--- src/rtl/mips_muldiv.sv ---
// Iterative MIPS multiply/divide unit with architectural HI/LO registers.
// Shift-add multiply and restoring divide; fixed 34-cycle latency from Start to Done.
module mips_muldiv #(
  parameter int WIDTH = 32,
  parameter int CNT_W = 5
) (
  input  logic             i_clk,
  input  logic             i_rst,
  input  logic             i_start,
  input  logic [1:0]       i_op,
  input  logic [WIDTH-1:0] i_operand_a,
  input  logic [WIDTH-1:0] i_operand_b,
  input  logic             i_hi_write,
  input  logic             i_lo_write,
  input  logic [WIDTH-1:0] i_move_data,
  output logic             o_busy,
  output logic             o_done,
  output logic             o_div_by_zero,
  output logic [WIDTH-1:0] o_hi,
  output logic [WIDTH-1:0] o_lo
);

  typedef enum logic [1:0] {S_IDLE, S_PREP, S_CALC, S_FIX} state_t;

  state_t               r_state;
  logic [1:0]           r_op;
  logic [WIDTH-1:0]     r_a;
  logic [WIDTH-1:0]     r_b;
  logic [WIDTH-1:0]     r_m;
  logic [2*WIDTH-1:0]   r_acc;
  logic [CNT_W-1:0]     r_cnt;
  logic                 r_neg_q;
  logic                 r_neg_r;
  logic                 r_busy;
  logic                 r_done;
  logic                 r_dbz;
  logic [WIDTH-1:0]     r_hi;
  logic [WIDTH-1:0]     r_lo;

  function automatic logic [WIDTH-1:0] f_neg(input logic [WIDTH-1:0] v, input logic en);
    return en ? (~v + WIDTH'(1)) : v;
  endfunction

  function automatic logic [2*WIDTH-1:0] f_neg2(input logic [2*WIDTH-1:0] v, input logic en);
    return en ? (~v + (2*WIDTH)'(1)) : v;
  endfunction

  logic               w_signed;
  logic               w_is_div;
  logic               w_sa;
  logic               w_sb;
  logic [WIDTH-1:0]   w_abs_a;
  logic [WIDTH-1:0]   w_abs_b;
  logic [WIDTH:0]     w_mul_sum;
  logic [2*WIDTH-1:0] w_mul_next;
  logic [WIDTH:0]     w_div_top;
  logic [WIDTH:0]     w_div_diff;
  logic               w_div_ge;
  logic [2*WIDTH-1:0] w_div_next;
  logic [2*WIDTH-1:0] w_prod;
  logic               w_dbz;
  logic [WIDTH-1:0]   w_res_hi;
  logic [WIDTH-1:0]   w_res_lo;

  assign w_signed = ~r_op[0];
  assign w_is_div = r_op[1];
  assign w_sa     = w_signed & r_a[WIDTH-1];
  assign w_sb     = w_signed & r_b[WIDTH-1];
  assign w_abs_a  = f_neg(r_a, w_sa);
  assign w_abs_b  = f_neg(r_b, w_sb);

  // Multiply step: acc = {partial product, remaining multiplier bits}, shifted right.
  assign w_mul_sum  = {1'b0, r_acc[2*WIDTH-1:WIDTH]} + (r_acc[0] ? {1'b0, r_m} : '0);
  assign w_mul_next = {w_mul_sum, r_acc[WIDTH-1:1]};

  // Divide step: acc = {remainder, dividend/quotient}; MSB of the 33-bit difference is the borrow.
  assign w_div_top  = r_acc[2*WIDTH-1:WIDTH-1];
  assign w_div_diff = w_div_top - {1'b0, r_m};
  assign w_div_ge   = ~w_div_diff[WIDTH];
  assign w_div_next = {(w_div_ge ? w_div_diff[WIDTH-1:0] : w_div_top[WIDTH-1:0]),
                       r_acc[WIDTH-2:0], w_div_ge};

  assign w_prod = f_neg2(r_acc, r_neg_q);
  assign w_dbz  = w_is_div && (r_b == '0);

  always_comb begin
    w_res_hi = w_prod[2*WIDTH-1:WIDTH];
    w_res_lo = w_prod[WIDTH-1:0];
    if (w_dbz) begin
      w_res_hi = r_a;
      w_res_lo = '1;
    end else if (w_is_div) begin
      w_res_hi = f_neg(r_acc[2*WIDTH-1:WIDTH], r_neg_r);
      w_res_lo = f_neg(r_acc[WIDTH-1:0], r_neg_q);
    end
  end

  always_ff @(posedge i_clk or posedge i_rst) begin
    if (i_rst) begin
      r_state <= S_IDLE;
      r_op    <= '0;
      r_a     <= '0;
      r_b     <= '0;
      r_m     <= '0;
      r_acc   <= '0;
      r_cnt   <= '0;
      r_neg_q <= 1'b0;
      r_neg_r <= 1'b0;
      r_busy  <= 1'b0;
      r_done  <= 1'b0;
      r_dbz   <= 1'b0;
      r_hi    <= '0;
      r_lo    <= '0;
    end else begin
      r_done <= 1'b0;
      r_dbz  <= 1'b0;
      case (r_state)
        S_IDLE: begin
          if (i_hi_write) r_hi <= i_move_data;
          if (i_lo_write) r_lo <= i_move_data;
          if (i_start) begin
            r_op    <= i_op;
            r_a     <= i_operand_a;
            r_b     <= i_operand_b;
            r_busy  <= 1'b1;
            r_state <= S_PREP;
          end
        end
        S_PREP: begin
          r_acc   <= w_is_div ? {{WIDTH{1'b0}}, w_abs_a} : {{WIDTH{1'b0}}, w_abs_b};
          r_m     <= w_is_div ? w_abs_b : w_abs_a;
          r_neg_q <= w_sa ^ w_sb;
          r_neg_r <= w_sa;
          r_cnt   <= '0;
          r_state <= S_CALC;
        end
        S_CALC: begin
          r_acc <= w_is_div ? w_div_next : w_mul_next;
          r_cnt <= r_cnt + 1'b1;
          if (r_cnt == CNT_W'(WIDTH-1)) r_state <= S_FIX;
        end
        S_FIX: begin
          r_hi    <= w_res_hi;
          r_lo    <= w_res_lo;
          r_done  <= 1'b1;
          r_dbz   <= w_dbz;
          r_busy  <= 1'b0;
          r_state <= S_IDLE;
        end
        default: r_state <= S_IDLE;
      endcase
    end
  end

  assign o_busy        = r_busy;
  assign o_done        = r_done;
  assign o_div_by_zero = r_dbz;
  assign o_hi          = r_hi;
  assign o_lo          = r_lo;

endmodule

--- config.mk ---
export PLATFORM = sky130hd
export DESIGN_NAME = mips_muldiv
export DESIGN_NICKNAME = d
export VERILOG_FILES = /design/src/rtl/mips_muldiv.sv
export SDC_FILE = /design/constraint.sdc
export NUM_CORES = 1
export LEC_CHECK = 0
export CORE_ASPECT_RATIO = 0.75
export CORE_MARGIN = 2
export CORE_UTILIZATION = 60
export DETAILED_ROUTE_END_ITERATION = 10
export GPL_TIMING_DRIVEN = 0
export PLACE_DENSITY_LB_ADDON = 0.12
export SYNTH_ARGS = -nofsm -noshare
export SYNTH_HDL_FRONTEND = slang
export SYNTH_SLANG_ARGS = --single-unit
--- constraint.sdc ---
create_clock -name i_clk -period 15.5 [get_ports i_clk]
set_input_delay 3.1 -clock i_clk [delete_from_list [all_inputs] [get_ports i_clk]]
set_output_delay 3.1 -clock i_clk [all_outputs]
set_load 0.005 [all_outputs]
==> results of run 1 <==
## state kept, by name, indices dropped and copies added, names as in the netlist
register and cells:
r_a 32, r_state 2, r_cnt 5, r_neg_r 1
o_lo 32, o_busy 1, r_m 32, r_neg_q 1
o_div_by_zero 1, r_op 2, r_acc 64, o_done 1
r_b 32, o_hi 32
## per-layer routing
layer	GRT usage, %	part of all wire, %	vias to the layer above
li1	-	-	7607
met1	60.9	42	8450
met2	58.8	41	1246
met3	11.2	13	190
met4	15.0	4.4	0
met5	0	0	-
## worst min path at each step
stage	slack, ns	cells past startpoint	startpoint	to
after global routing	0.50	1	o_lo[4]$_DFFE_PP0P_	o_lo[4]$_DFFE_PP0P_
after CTS	0.48	1	o_lo[18]$_DFFE_PP0P_	o_lo[18]$_DFFE_PP0P_
after detailed placement	0.47	1	o_lo[18]$_DFFE_PP0P_	o_lo[18]$_DFFE_PP0P_
after global placement	0.46	1	o_lo[18]$_DFFE_PP0P_	o_lo[18]$_DFFE_PP0P_
final	0.47	1	o_lo[7]$_DFFE_PP0P_	o_lo[7]$_DFFE_PP0P_
after floorplan	0.44	1	r_cnt[3]$_DFFE_PP0P_	r_cnt[3]$_DFFE_PP0P_
## cell type report
cell class,instances,area [µm²],area share (%)
Buffer,116,459,2.21
Clock buffer,34,731,3.52
Clock inverter,12,208,1.00
Inverter,75,289,1.39
Multi-Input combinational cell,1563,10900,52.5
Sequential cell,238,5960,28.7
Tap cell,392,490,2.36
Timing Repair Buffer,170,1720,8.28
## per-stage QoR
stage	instances	hold WS [ns]
after global routing	2600	0.497
after CTS	2600	0.479
after global placement	2553	0.465
after detailed placement	2554	0.465
final	2600	0.475
after floorplan	1992	0.444
## cells by family (layout without fill, tap and decap cells)
| kind of cell | count (synthesis) | after routing | synth area share (%) |
|---|---|---|---|
| buffers and inverters | 191 | 407 | 4.21 |
| adders and majority gates | 76 | 76 | 5.49 |
| AOI/OAI and AO/OA | 531 | 531 | 18.9 |
| and+or+nand+nor | 601 | 601 | 16.0 |
| xor gates and xnor gates | 171 | 171 | 8.51 |
| muxes | 184 | 184 | 13.0 |
| DFF | 238 | 238 | 33.8 |
## cells in the final DEF, fill, tap and decap left out, types with 26 or more instances in the layout
master / synthesis / layout
mux4_2: 28 / 28
clkdlybuf4s50_1: 0 / 169
clkbuf_1: 97 / 100
nand3_1: 39 / 39
inv_1: 73 / 72
nor3_1: 39 / 39
a21oi_1: 145 / 145
clkbuf_16: 0 / 26
mux2i_1: 80 / 80
nand2_1: 162 / 162
xnor2_1: 96 / 96
a21o_1: 35 / 35
xor2_1: 75 / 75
mux2_2: 76 / 76
o31ai_1: 27 / 27
dfrtp_1: 238 / 238
o21ai_0: 153 / 153
ha_1: 74 / 74
nor2_1: 214 / 214
==> impl_metrics.tcl, run 1 <==
set metrics [dict create \
    r2r_cells 14 \
    clkTransAtPathRegs_ns 0.06 \
    clockBufferDepth 3 \
    tightest_slew_ns 1.51 \
    synth_most_common_cell "dfrtp_1" \
    status "complete, but fails checks" \
    dp_hpwl_mm 49.8 \
    start_util_pct 60.7 \
    grtUsageTotal_pct 41.5 \
    cts_tree "yes" \
    synth_top_area_share_pct 33.8 \
    cpPeakStageDelay_ns 0.78 \
    viasPerCell 6.73 \
    grt_pass1_vias 16351 \
    area.growth.synth_to_final_pct 17.9 \
    final_area_um2 20800 \
    slew_violations 5 \
    nNetsFinal 2369 \
    syn_inst 1992 \
    avgSynthCellArea_um2 8.84 \
    fin_crit_ns 5.33 \
    fmax_ghz 0.188 \
    r2r_end "r_acc[59]$_DFFE_PP0P_" \
    drtIter0Drc 2663 \
    drcViolationCount 0 \
    crit_path_start "i_start" \
    worstPathRequired_ns 15.94 \
    clk_latency_ns 0.57 \
    cts_hold_buffers 0 \
    r2r_start "r_acc[0]$_DFFE_PP0P_" \
    syn-cell-area_um2 17600 \
    antenna_found_initial 0 \
    worst-path-max-fanout 10 \
    die_w_um 202 \
    coreArea_um2 29000 \
    setup.worst_path.end "r_b[3]$_DFFE_PP0P_" \
    relSlewSlack_pct -1.79 \
    synth-seq-cells 238 \
    drive_gt1_share_pct 8.38 \
    yosys-top-cells-count "238 x dfrtp_1, 214 x nor2_1, 162 x nand2_1, 153 x o21ai_0, 145 x a21oi_1" \
    cts.sinks 238 \
    setup_ws_ns 10.17 \
    worst-path-buf-inv 3 \
    row_count 54 \
    finalHoldViolations 0 \
    crit_chain "clkdlybuf4s50_1, nand2_1, clkbuf_1, clkbuf_1, mux2_2" \
    cpLargestDelayFamily "buffers and inverters" \
    h-tree-depth 1 \
    post_cts_buffers 0 \
    cts_resized 0 \
    synth_nets 2171 \
    io_pins 170 \
    rsz0062_at_grt "no" \
    die_h_um 152 \
    yosys_warnings 0 \
    violations "capacitance limit, slew limit" \
    io_buffers 169 \
    cp-start-kind "input pin" \
    synth-edff-count 0 \
    dieArea_um2 30700 \
    period_share_pct 34.4 \
    gr-total-overflow 0 \
    place_ws_ns 9.83 \
    synth_ff_type "dfrtp_1" \
    path_class "in -> reg" \
    fin_setup_tns_ns 0 \
    ant_nets 0 \
    finalClockSkew_ns 0.0284 \
    grt_max_degree 125 \
    cp.arrival_ns 5.77 \
    yosysTopAreaCell "dfrtp_1" \
    yosysSeqAreaShare_pct 33.8 \
    synth_cell_types 84 \
    worst_path_most_repeated_cell "clkbuf_1" \
    grt_pass1_wl_mm 98.0 \
    ctsRootBufferMaster "clkbuf_16" \
    routed_wl_mm 64.7 \
    setup_viol 0 \
    cts_made_buffers 26 \
    place.gp.congestion 1.06 \
    fin_util_pct 71.6 \
    cap_violations 1 \
    synthArstFlopShare_pct 100 \
    n_antenna_cell 0 \
    nFillCells 2260 \
    critPathCaptureType "register" \
    netlist_top_cells_area "dfrtp_1 34%, ha_1 5.3%, mux2_2 4.9%" \
    worst-r2r-setup-slack_ns 10.30 \
    drtPass1Iterations 5 \
    hold_path.class "reg -> reg" \
    path_depth 5 \
    vias 17493 \
    cpMaxStageDelayCell "clkbuf_1" \
    place_area_um2 19800 \
    wire_per_inst_um 24.9 \
]
Power of run 1 is not shown: default switching activity piles up to over one toggle a cycle in this logic, so the estimate is an artifact.
==> inputs of run 2 (changes only) <==
--- a/config.mk
+++ b/config.mk
@@ -7,7 +7,7 @@
 export LEC_CHECK = 0
 export CORE_ASPECT_RATIO = 0.75
 export CORE_MARGIN = 2
-export CORE_UTILIZATION = 60
+export CORE_UTILIZATION = 53
 export DETAILED_ROUTE_END_ITERATION = 10
 export GPL_TIMING_DRIVEN = 0
 export PLACE_DENSITY_LB_ADDON = 0.12
==> constraint.sdc (replaced) <==
create_clock -name i_clk -period 4.83 [get_ports i_clk]
set_input_delay 0.966 -clock i_clk [delete_from_list [all_inputs] [get_ports i_clk]]
set_output_delay 0.966 -clock i_clk [all_outputs]
set_load 0.005 [all_outputs]
==> impl_metrics.tcl, run 2 (same netlist as run 1, synthesis figures left out) <==
set metrics [dict create \
    status "complete, no violations" \
    tightest_slew_ns 1.06 \
    fmax_ghz 0.215 \
    final_area_um2 20900 \
    io_pins 170 \
    grt_max_degree 43 \
    h-tree-depth 1 \
    wire_per_inst_um 25.0 \
    drtIter0Drc 2138 \
    io_buffers 169 \
    viasPerCell 6.43 \
    ctsRootBufferMaster "clkbuf_16" \
    setup_viol 0 \
    antenna_found_initial 1 \
    dieArea_um2 34700 \
    drcViolationCount 0 \
    slew_violations 0 \
    cts.sinks 238 \
    place_area_um2 20000 \
    largest_reg_flops 64 \
    cp.arrival_ns 5.06 \
    top_register "r_acc" \
    final_cells 2653 \
    dp_hpwl_mm 52.8 \
    grt_pass1_vias 16279 \
    layout_common_cells "238 x dfrtp_1, 214 x nor2_1, 169 x clkdlybuf4s50_1" \
    fin_setup_tns_ns 0 \
    area.growth.synth_to_final_pct 18.6 \
    die_h_um 162 \
    rsz0062_at_grt "no" \
    cp-start-kind "register" \
    coreArea_um2 32500 \
    grtUsageTotal_pct 37.8 \
    placed_cells 2609 \
    grt_pass1_wl_mm 100 \
    finalClockSkew_ns 0.0148 \
    final_common_cell "dfrtp_1" \
    path_class "reg -> reg" \
    finalHoldViolations 0 \
    period_share_pct 96.5 \
    cts_tree "yes" \
    routed_wl_mm 66.4 \
    place_ws_ns 0.0310 \
    ant_nets 0 \
    post_cts_buffers 0 \
    relSlewSlack_pct 29.4 \
    setup_ws_ns 0.169 \
    clockBufferDepth 3 \
    die_w_um 214 \
    worst-path-max-fanout 10 \
    worstPathRequired_ns 5.23 \
    start_util_pct 54.1 \
    hold_path.class "reg -> reg" \
    met2_usage_pct 54.6 \
    row_count 57 \
    clk_latency_ns 0.56 \
    nNetsFinal 2375 \
    critPathCaptureType "register" \
    cap_violations 0 \
    clkTransAtPathRegs_ns 0.07 \
    fin_crit_ns 4.66 \
    cts_made_buffers 27 \
    drive_gt1_share_pct 8.64 \
    vias 17053 \
    drtPass1Iterations 6 \
    top_usage_layer "met1" \
    place.gp.congestion 1.00 \
    met1_usage_pct 56.1 \
    gr-total-overflow 0 \
    n_antenna_cell 0 \
    grt_use_met3_pct 9.93 \
]
## run 2: cell count changes in the layout (fill, tap and decap cells not counted), moves of 2 or more
cell / change
buf_12: +5
inv_8: -2
bufinv_16: -2
clkbuf_2: +3
clkinv_2: -2
## run 2: metal layers
metal,up-vias,part of all wire [%]
li1,7606,-
met1,8345,45
met4,0,2.9
met2,969,41
met3,133,11
met5,-,0
## run 2: cell type report
class,instances,area [µm²]
fillers,2813,11600
multi-input cells,1563,10900
flip-flops and latches,238,5960
repair buffers,175,1820
clock buffers,39,781
well taps,442,553
plain buffers,116,463
inverters,75,285
clock inverters,5,103
## run 2: final timing paths
kind                                       start               endpoint  slack (ns)  depth (start not counted)
setup / recovery           r_acc[31]$_DFFE_PP0P_  r_acc[53]$_DFFE_PP0P_        0.17                         14
max in group asynchronous                  i_rst    r_b[26]$_DFFE_PP0P_        2.51                          6
min in group asynchronous                  i_rst   r_cnt[1]$_DFFE_PP0P_        0.90                          2
hold reg to reg             r_cnt[3]$_DFFE_PP0P_   r_cnt[3]$_DFFE_PP0P_        0.47                          1
setup reg to reg           r_acc[31]$_DFFE_PP0P_  r_acc[53]$_DFFE_PP0P_        0.17                         14
hold / removal              r_cnt[3]$_DFFE_PP0P_   r_cnt[3]$_DFFE_PP0P_        0.47                          1
## run 2: metrics by stage
step	utilization [%]	hold slack (ns)
after floorplan	-	0.444
after global placement	61.0	0.465
after detailed placement	61.4	0.469
after CTS	64.1	0.482
after global routing	64.2	0.497
final	64.2	0.475
## run 2: worst max-delay path: stages (launching register included)
cell	delay [ns]
dfrtp_1	0.39
inv_1	0.14
ha_1	0.26
fa_1	0.43
nand2b_1	0.21
a21oi_1	0.26
o211ai_1	0.22
a21oi_2	0.39
o211ai_1	0.27
a211o_1	0.33
nand3_1	0.29
buf_2	0.40
buf_2	0.46
mux2i_1	0.27
o221ai_1	0.15
## run 2: timing repair
| action | CTS | global route |
|---|---|---|
| setup endpoints to repair | 1 | 22 |
| endpoints found under the hold margin | 0 | 0 |
| hold buffers | 0 | 0 |
| gates resized for setup | 1 | 7 |
Power of run 2 is left out for the same reason.
